[src/rtl/fetch_stage.sv]
// Instruction fetch stage: synchronous instruction memory, fetch/decode register, halt detection and run-cycle counter.
// Optional macro FETCH_FLUSH_COUNT_EN adds a saturating flush_count output.
module fetch_stage #(
  parameter int unsigned instr_width = 9,
  parameter int unsigned data_width  = 9,
  parameter logic [data_width-1:0] halt_word = data_width'(9'h1FF),
  parameter int unsigned cnt_width   = 16
) (
  input  logic                   clk,
  input  logic                   rst,
  input  logic                   start,
  input  logic [instr_width-1:0] pc_in,
  input  logic                   taken,
  input  logic                   stall,
  input  logic                   load_en,
  input  logic [instr_width-1:0] load_addr,
  input  logic [data_width-1:0]  load_data,
  output logic [data_width-1:0]  instr_out,
  output logic [instr_width-1:0] instr_pc,
  output logic                   instr_valid,
  output logic                   done,
  output logic [cnt_width-1:0]   cycle_count
`ifdef FETCH_FLUSH_COUNT_EN
  ,
  output logic [7:0]             flush_count
`endif
);

  localparam int unsigned depth = 1 << instr_width;

  typedef enum logic [1:0] {IDLE, RUN, HALT} state_t;

  state_t                  state;
  logic [data_width-1:0]   mem [depth];
  logic [data_width-1:0]   rd_word;

  // Read is sampled into instr_out on the edge, so a colliding write is seen only afterwards.
  assign rd_word = mem[pc_in];

  // Program load is only accepted while the core is not running.
  always_ff @(posedge clk) begin
    if (load_en && state != RUN) mem[load_addr] <= load_data;
  end

  always_ff @(posedge clk or posedge rst) begin
    if (rst) begin
      state       <= IDLE;
      instr_out   <= '0;
      instr_pc    <= '0;
      instr_valid <= 1'b0;
      done        <= 1'b0;
      cycle_count <= '0;
`ifdef FETCH_FLUSH_COUNT_EN
      flush_count <= '0;
`endif
    end else begin
      case (state)
        IDLE: begin
          if (start) begin
            state       <= RUN;
            instr_valid <= 1'b0;
            done        <= 1'b0;
            cycle_count <= '0;
`ifdef FETCH_FLUSH_COUNT_EN
            flush_count <= '0;
`endif
          end
        end
        RUN: begin
          if (start) begin
            instr_valid <= 1'b0;
            done        <= 1'b0;
            cycle_count <= '0;
`ifdef FETCH_FLUSH_COUNT_EN
            flush_count <= '0;
`endif
          end else begin
            if (cycle_count != '1) cycle_count <= cycle_count + cnt_width'(1);
            // Taken branch squashes the fetch even while stalled.
            if (taken) begin
              instr_out   <= '0;
              instr_pc    <= pc_in;
              instr_valid <= 1'b0;
`ifdef FETCH_FLUSH_COUNT_EN
              if (flush_count != 8'hFF) flush_count <= flush_count + 8'd1;
`endif
            end else if (!stall) begin
              instr_out   <= rd_word;
              instr_pc    <= pc_in;
              instr_valid <= 1'b1;
              if (rd_word == halt_word) state <= HALT;
            end
          end
        end
        HALT: begin
          if (start) begin
            state       <= RUN;
            instr_valid <= 1'b0;
            done        <= 1'b0;
            cycle_count <= '0;
`ifdef FETCH_FLUSH_COUNT_EN
            flush_count <= '0;
`endif
          end else begin
            instr_valid <= 1'b0;
            done        <= 1'b1;
          end
        end
        default: state <= IDLE;
      endcase
    end
  end

endmodule

[config.mk]
export PLATFORM = sky130hd
export DESIGN_NAME = fetch_stage
export DESIGN_NICKNAME = d
export VERILOG_FILES = /design/src/rtl/fetch_stage.sv
export SDC_FILE = /design/constraint.sdc
export NUM_CORES = 2
export LEC_CHECK = 0
export CAP_MARGIN = 20
export CORE_ASPECT_RATIO = 1.2
export CORE_UTILIZATION = 50
export CTS_BUF_LIST = sky130_fd_sc_hd__clkbuf_4 sky130_fd_sc_hd__clkbuf_8
export CTS_CLUSTER_SIZE = 25
export DETAILED_ROUTE_END_ITERATION = 8
export PLACE_DENSITY = 0.65
export REMOVE_ABC_BUFFERS = 1
export SETUP_SLACK_MARGIN = 0.1
export SLEW_MARGIN = 10
export SYNTH_ARGS = -nofsm -noshare
export SYNTH_HDL_FRONTEND = slang
export SYNTH_MEMORY_MAX_BITS = 65536
export SYNTH_SLANG_ARGS = --single-unit
[constraint.sdc]
create_clock -name clk -period 3.9 [get_ports clk]
set_input_delay 0.39 -clock clk [delete_from_list [all_inputs] [get_ports clk]]
set_output_delay 0.39 -clock clk [all_outputs]
set_load 0.03 [all_outputs]
Word level (Yosys, flattened, before mapping)
Memory sizes are Yosys's and may differ from the RTL's.
Cells that the tools add are included.
Cells by class
  bitwise gates (word level): 1
  equal/unequal tests: 15
  $add $sub $neg: 1
  multiplexer cells: 23
  reduce and logical (&&, ||, !) cells: 12
Operator list (count)
  2-to-1 mux 16 bit: 3
  2-to-1 mux 9 bit: 4
  case mux 16 bit (2 select lines): 1
  adder 16 x 1 -> 16 bit, second input constant: 1
  != test 16 bit, second input constant: 1
  != test 2 bit, second input constant: 6
  2-to-1 mux 2 bit: 5
  equality test 9 bit, second input constant: 1
  AND reduction 3 bit: 3
  2-to-1 mux 1 bit: 7
  != test 2 x 1 -> 1 bit, second input constant: 3
  AND reduction 5 bit: 1
  != test 4 bit, second input constant: 1
  case mux 2 bit (2 select lines): 1
  nonzero test 2 bit: 2
  OR reduction 2 bit: 2
  != test 3 bit, second input constant: 1
  case mux 1 bit (3 select lines): 1
  nonzero test 3 bit: 1
  equality test 2 x 1 -> 1 bit, second input constant: 1
  equality test 2 bit, second input constant: 1
  zero test 2 bit: 1
  case mux 1 bit (2 select lines): 1
  AND reduction 2 bit: 1
  2 further kinds: 2
Storage, ports and cells
  memories: 1
  register bits: 38
  output and inout bits: 36
  input port bits: 33
  word-level logic and storage cells: 59
  bits in writable memories: 4608
Memory list
  mem: depth 512, bits a word 9, rd ports 1, clocked after Yosys merged registers in 0, wr ports 1, RTL line 34  | logic [data_width-1:0] mem [depth];

Depth between registers and ports, before layout
An unclocked memory read counts as a cell.
  depth after elaboration: 7
  gate-level depth with buffers: 18
  depth with buffers taken out: 12

Worst setup path after synthesis
Ideal clock, no wire load.
  path type: input to register
  start point: input pc_in[0]
  end point: register state[0]
  setup time: 0.087 ns
  arrival time: 3.268 ns
  path slack: 0.545 ns
  stages: 11
  path buffers: 2
  required time: 3.813 ns
  cells stage by stage: buf_6 > buf_12 > mux4_2 > mux4_2 > o211ai_1 > o31ai_1 > or4_1 > or4b_4 > nand4b_2 > o31ai_1 > a211oi_2
Between the ends
  cells in the longest elaborated chain, start to end: 4
Ends and longest elaborated chain
  start, declared: RTL line 12  | input logic [instr_width-1:0] pc_in,
  memory read (512 x 9 bit)
  equality test 9 bit: RTL line 91  | if (rd_word == halt_word) state <= HALT;
  != test 2 bit (no line)
  AND reduction 5 bit (no line)
  end signal, assigned: RTL line 47  | state <= IDLE;
  end signal, assigned: RTL line 91
  end signal, assigned: RTL line 97  | state <= RUN;
  end, declared: RTL line 33  | state_t state;
No other way between the ends.
A chain may end at the register's enable or synchronous reset.

Worst setup path in the final report
  start point: input pc_in[5]
  end point: register state[0]
Same word-level chain as after synthesis.

==> results.json <==
{
  "outcome": "complete, but fails checks",
  "violations": "setup timing",
  "hp-class": "in -> async",
  "drtAntennaViolNets": 0,
  "die_h_microns": 663,
  "p_per_area_nw_per_um2": 476,
  "worstSetupPathType": "in -> reg",
  "cts_sinks": 4646,
  "synth_area_sq_um": 182000,
  "core_sq_um": 362000,
  "place_ws_ns": -0.812,
  "synth_top_family_by_area": "multiplexers",
  "fin_crit_sh_pct": 103,
  "drc_errors": 0,
  "slew_violations": 0,
  "grt_antenna_before_repair": 36,
  "r2r_slack_ns": 0.08,
  "max_slew_margin_pct": 16.1,
  "max_stage_delay_ns": 0.92,
  "synth_mux_area_share_pct": 14.8,
  "multi_input_area_sq_um": 39200,
  "hpwl_mm": 401,
  "die-area_sq_um": 367000,
  "critPathRequiredTime_ns": 5.11,
  "drt_first_pass_iters": 6,
  "dr_total_vias": 105000,
  "crit_end": "state[0]$_DFFE_PP0P_",
  "cp_max_fo": 11,
  "tritoncts": "done",
  "yosys.area_share.xor_xnor_pct": 0.0528,
  "syn_inst": 8888,
  "yosys_warnings": 0,
  "rsz0062_at_grt": "true",
  "nets": 10800,
  "worstMarginPinSlew_ns": 1.25,
  "ys_ff_latch": 4646,
  "cp_num_buf_inv": 6,
  "fmax_ghz": 0.248,
  "cp_slowest_cell": "a211oi_1",
  "maxCapViolCount": 0,
  "seqPwrFrac_pct": 54.0,
  "setup_ws_ns": -0.131,
  "grt_max_degree": 128,
  "final_hold_viol_count": 0,
  "synth_enable_flop_cells": 4608,
  "viasPerCell": 6.50,
  "grt_overflow": 0,
  "dpl-instance-area_sq_um": 200000,
  "place.gp.congestion": 1.01,
  "finClkSkew_ns": 0.0824,
  "insertion_delay_ns": 1.29,
  "cp-startpoint": "pc_in[5]",
  "crit_top_cell": "buf_4",
  "p_int_w": 0.0777,
  "initialDrtViolationCount": 17000,
  "start_util_pct": 50.3,
  "cpLargestDelayFamily": "compound AO/OA/AOI/OAI gates",
  "synth_simple_gate_area_share_pct": 3.12,
  "path_cells": "dlygate4sd3_1, clkdlybuf4s50_1, buf_12, buf_4, nor2b_2, o21ai_0, buf_4, a211oi_1, buf_4, a32oi_1, nand3b_1, nand4_1, or2_1, o311a_1, a211oi_2",
  "avgSynthCellArea_sq_um": 20.5,
  "wire_per_inst_microns": 37.1,
  "p_leak_nw": 71.4,
  "r2r_cells": 11,
  "cts-root-buf": "clkbuf_8",
  "fin_area_sq_um": 214000,
  "die_x_microns": 553,
  "cp.arrival_ns": 5.24,
  "fp-row-count": 242,
  "power_frac_comb_pct": 7.4,
  "synth-compound-area-share_pct": 3.31,
  "nFillCells": 25900,
  "cts_made_buffers": 686,
  "synthAdderAreaFrac_pct": 0.0343,
  "grt.total_usage_pct": 32.3,
  "setup_viol": 2,
  "numPortBuffers": 68,
  "async_flop_share_pct": 0.818,
  "grt_pass1_vias": 103000,
  "synth_top_flop_cell": "edfxtp_1",
  "ys_types": 102,
  "boundaryPins": 69,
  "pwr-share-clk_pct": 38.6,
  "drive_gt1_share_pct": 33.2,
  "clk_pin_slew_worst_paths_ns": 0.07,
  "period_needed_ns": 4.03,
  "p_sw_w": 0.0243,
  "cts_max_level": 6,
  "cp_num_cells": 15,
  "cp-end-kind": "flop",
  "syn_to_final_growth_pct": 17.5,
  "r2r_start": "mem[449][3]$_DFFE_PP_",
  "clk_path_buf_depth": 4,
  "ys_seq_area_share_pct": 76.4,
  "peakVddDrop_mv": 0.353,
  "seq_area_sq_um": 139000,
  "r2r-end": "state[0]$_DFFE_PP0P_",
  "sw_frac_of_total_pct": 23.8,
  "critPathLaunchType": "input port",
  "routed_wl_mm": 598,
  "grt_pass1_wl_mm": 818
}
## layer usage
layer | vias up | global-route usage (%) | part of all wire [%]
li1 | 40800 | - | -
met1 | 54300 | 41.0 | 34
met2 | 7902 | 49.9 | 47
met3 | 1570 | 7.99 | 12
met4 | 14 | 20.4 | 7.1
met5 | - | 0 | 0.015
## power groups by stage
stage	Sequential, W	Combinational, W	Clock, W
final	0.0551	0.00756	0.0394
after global routing	0.0551	0.00762	0.0416
after CTS	0.0551	0.00736	0.0396
after detailed placement	0.0562	0.00733	0
after global placement	0.0562	0.00725	0
after floorplan	0.0563	0.00212	0
## tightest hold or removal path, cell delays in order
cell	delay (ns)
dlygate4sd3_1	0.53
clkdlybuf4s50_1	0.42
inv_1	0.05
buf_4	0.45
## how the worst min path moves through the flow
stage,slack [ns],from,end,cells after the start
2_1_floorplan,0.49,load_data[0],mem[0][0]$_DFFE_PP_,0
4_1_cts,0.009,pc_in[4],instr_pc[4]$_DFFE_PP0P_,4
5_1_grt,0.08,pc_in[4],instr_pc[4]$_DFFE_PP0P_,4
6_report,0.11,rst,cycle_count[2]$_DFFE_PP0P_,4
3_5_place_dp,0.48,instr_pc[4]$_DFFE_PP0P_,instr_pc[4]$_DFFE_PP0P_,2
3_3_place_gp,0.47,instr_pc[0]$_DFFE_PP0P_,instr_pc[0]$_DFFE_PP0P_,2
## repair_timing
item,in CTS,in global routing
pin swaps,3,1
hold buffers,14,0
buffers inserted,0,0
gates resized for setup,2,0
setup endpoints to repair,2,3
hold endpoints to repair,2301,0
## cell usage after synthesis (16+ instances only)
library cell  number  area [sq um]
edfxtp_1        4608        138000
mux4_2           844         19000
nor2_1           664          2490
mux2i_1          489          4890
nand2_1          339          1270
clkbuf_1         187           702
o22ai_1          166          1040
buf_2            160           801
o21ai_0          134           671
o221ai_1          96           841
a21oi_1           92           460
mux2_2            92          1040
nand3_1           81           405
a221oi_1          80           701
mux4_1            79          2080
nor3_1            54           270
a22oi_1           51           383
buf_12            49           981
buf_6             46           518
a31oi_1           43           269
buf_4             38           285
dfrtp_1           38           951
a32oi_1           36           315
a211oi_1          32           240
buf_8             31           465
nor4_1            27           169
nand4_1           23           144
nor2b_1           23           144
buf_1             21          78.8
a22o_1            17           149
o211ai_1          16           120
## metrics by stage
stage,hold WS (ns),setup TNS [ns],utilization (%),std cells,total power (W)
after floorplan,0.489,-6.84,-,8339,0.0585
after global placement,0.467,-7.15,55.3,14800,0.0634
after detailed placement,0.480,-4.39,55.3,14800,0.0635
after CTS,0.00862,0,59.1,16100,0.102
after global routing,0.0807,0,59.1,16100,0.104
final,0.106,-0.213,59.1,16100,0.102
## layout make-up
cell class,instances,area share [%]
well taps,4758,2.78
multi-input cells,3682,18.3
flip-flops and latches,4646,65.0
clock inverters,362,1.18
repair buffers,1719,7.51
inverters,11,0.0286
clock buffers,890,5.14
diodes,36,0.0420
## sequential cells by signal (all words and copies together) (netlist names)
name         cells
state            2
cycle_count     16
done             1
instr_valid      1
instr_out        9
mem           4608
instr_pc         9
## placed cells by master, fill, tap and decap left out, types with 13 or more instances in the layout
master and instances:
clkinv_2 89, diode_2 36, clkbuf_4 198, o21ai_0 134
nor2_1 660, a221oi_1 80, buf_4 1403, clkdlybuf4s50_1 53
a21oi_1 92, a32oi_1 36, a22o_1 17, buf_12 232
inv_6 18, nand2_4 13, clkbuf_8 692, o221ai_1 96
mux2i_1 489, dfrtp_1 38, mux4_2 844, nor3_1 54
o22ai_1 166, clkinv_1 190, a22oi_1 51, buf_8 13
o211ai_1 16, mux4_1 79, nor4_1 26, nand4_1 23
bufinv_16 20, edfxtp_1 4608, mux2_2 92, a31oi_1 43
dlygate4sd3_1 14, nand2_1 322, nand3_1 77, a211oi_1 32
## cell families after synthesis
group                    Yosys count
AO/OA/AOI/OAI                    850
XOR/XNOR                          11
adder cells (fa/ha/maj)            5
buffers and inverters            560
flip-flops                      4646
multiplexers                    1505
AND/OR/NAND/NOR                 1311
Note: power is estimated with default switching activity, not from simulation.
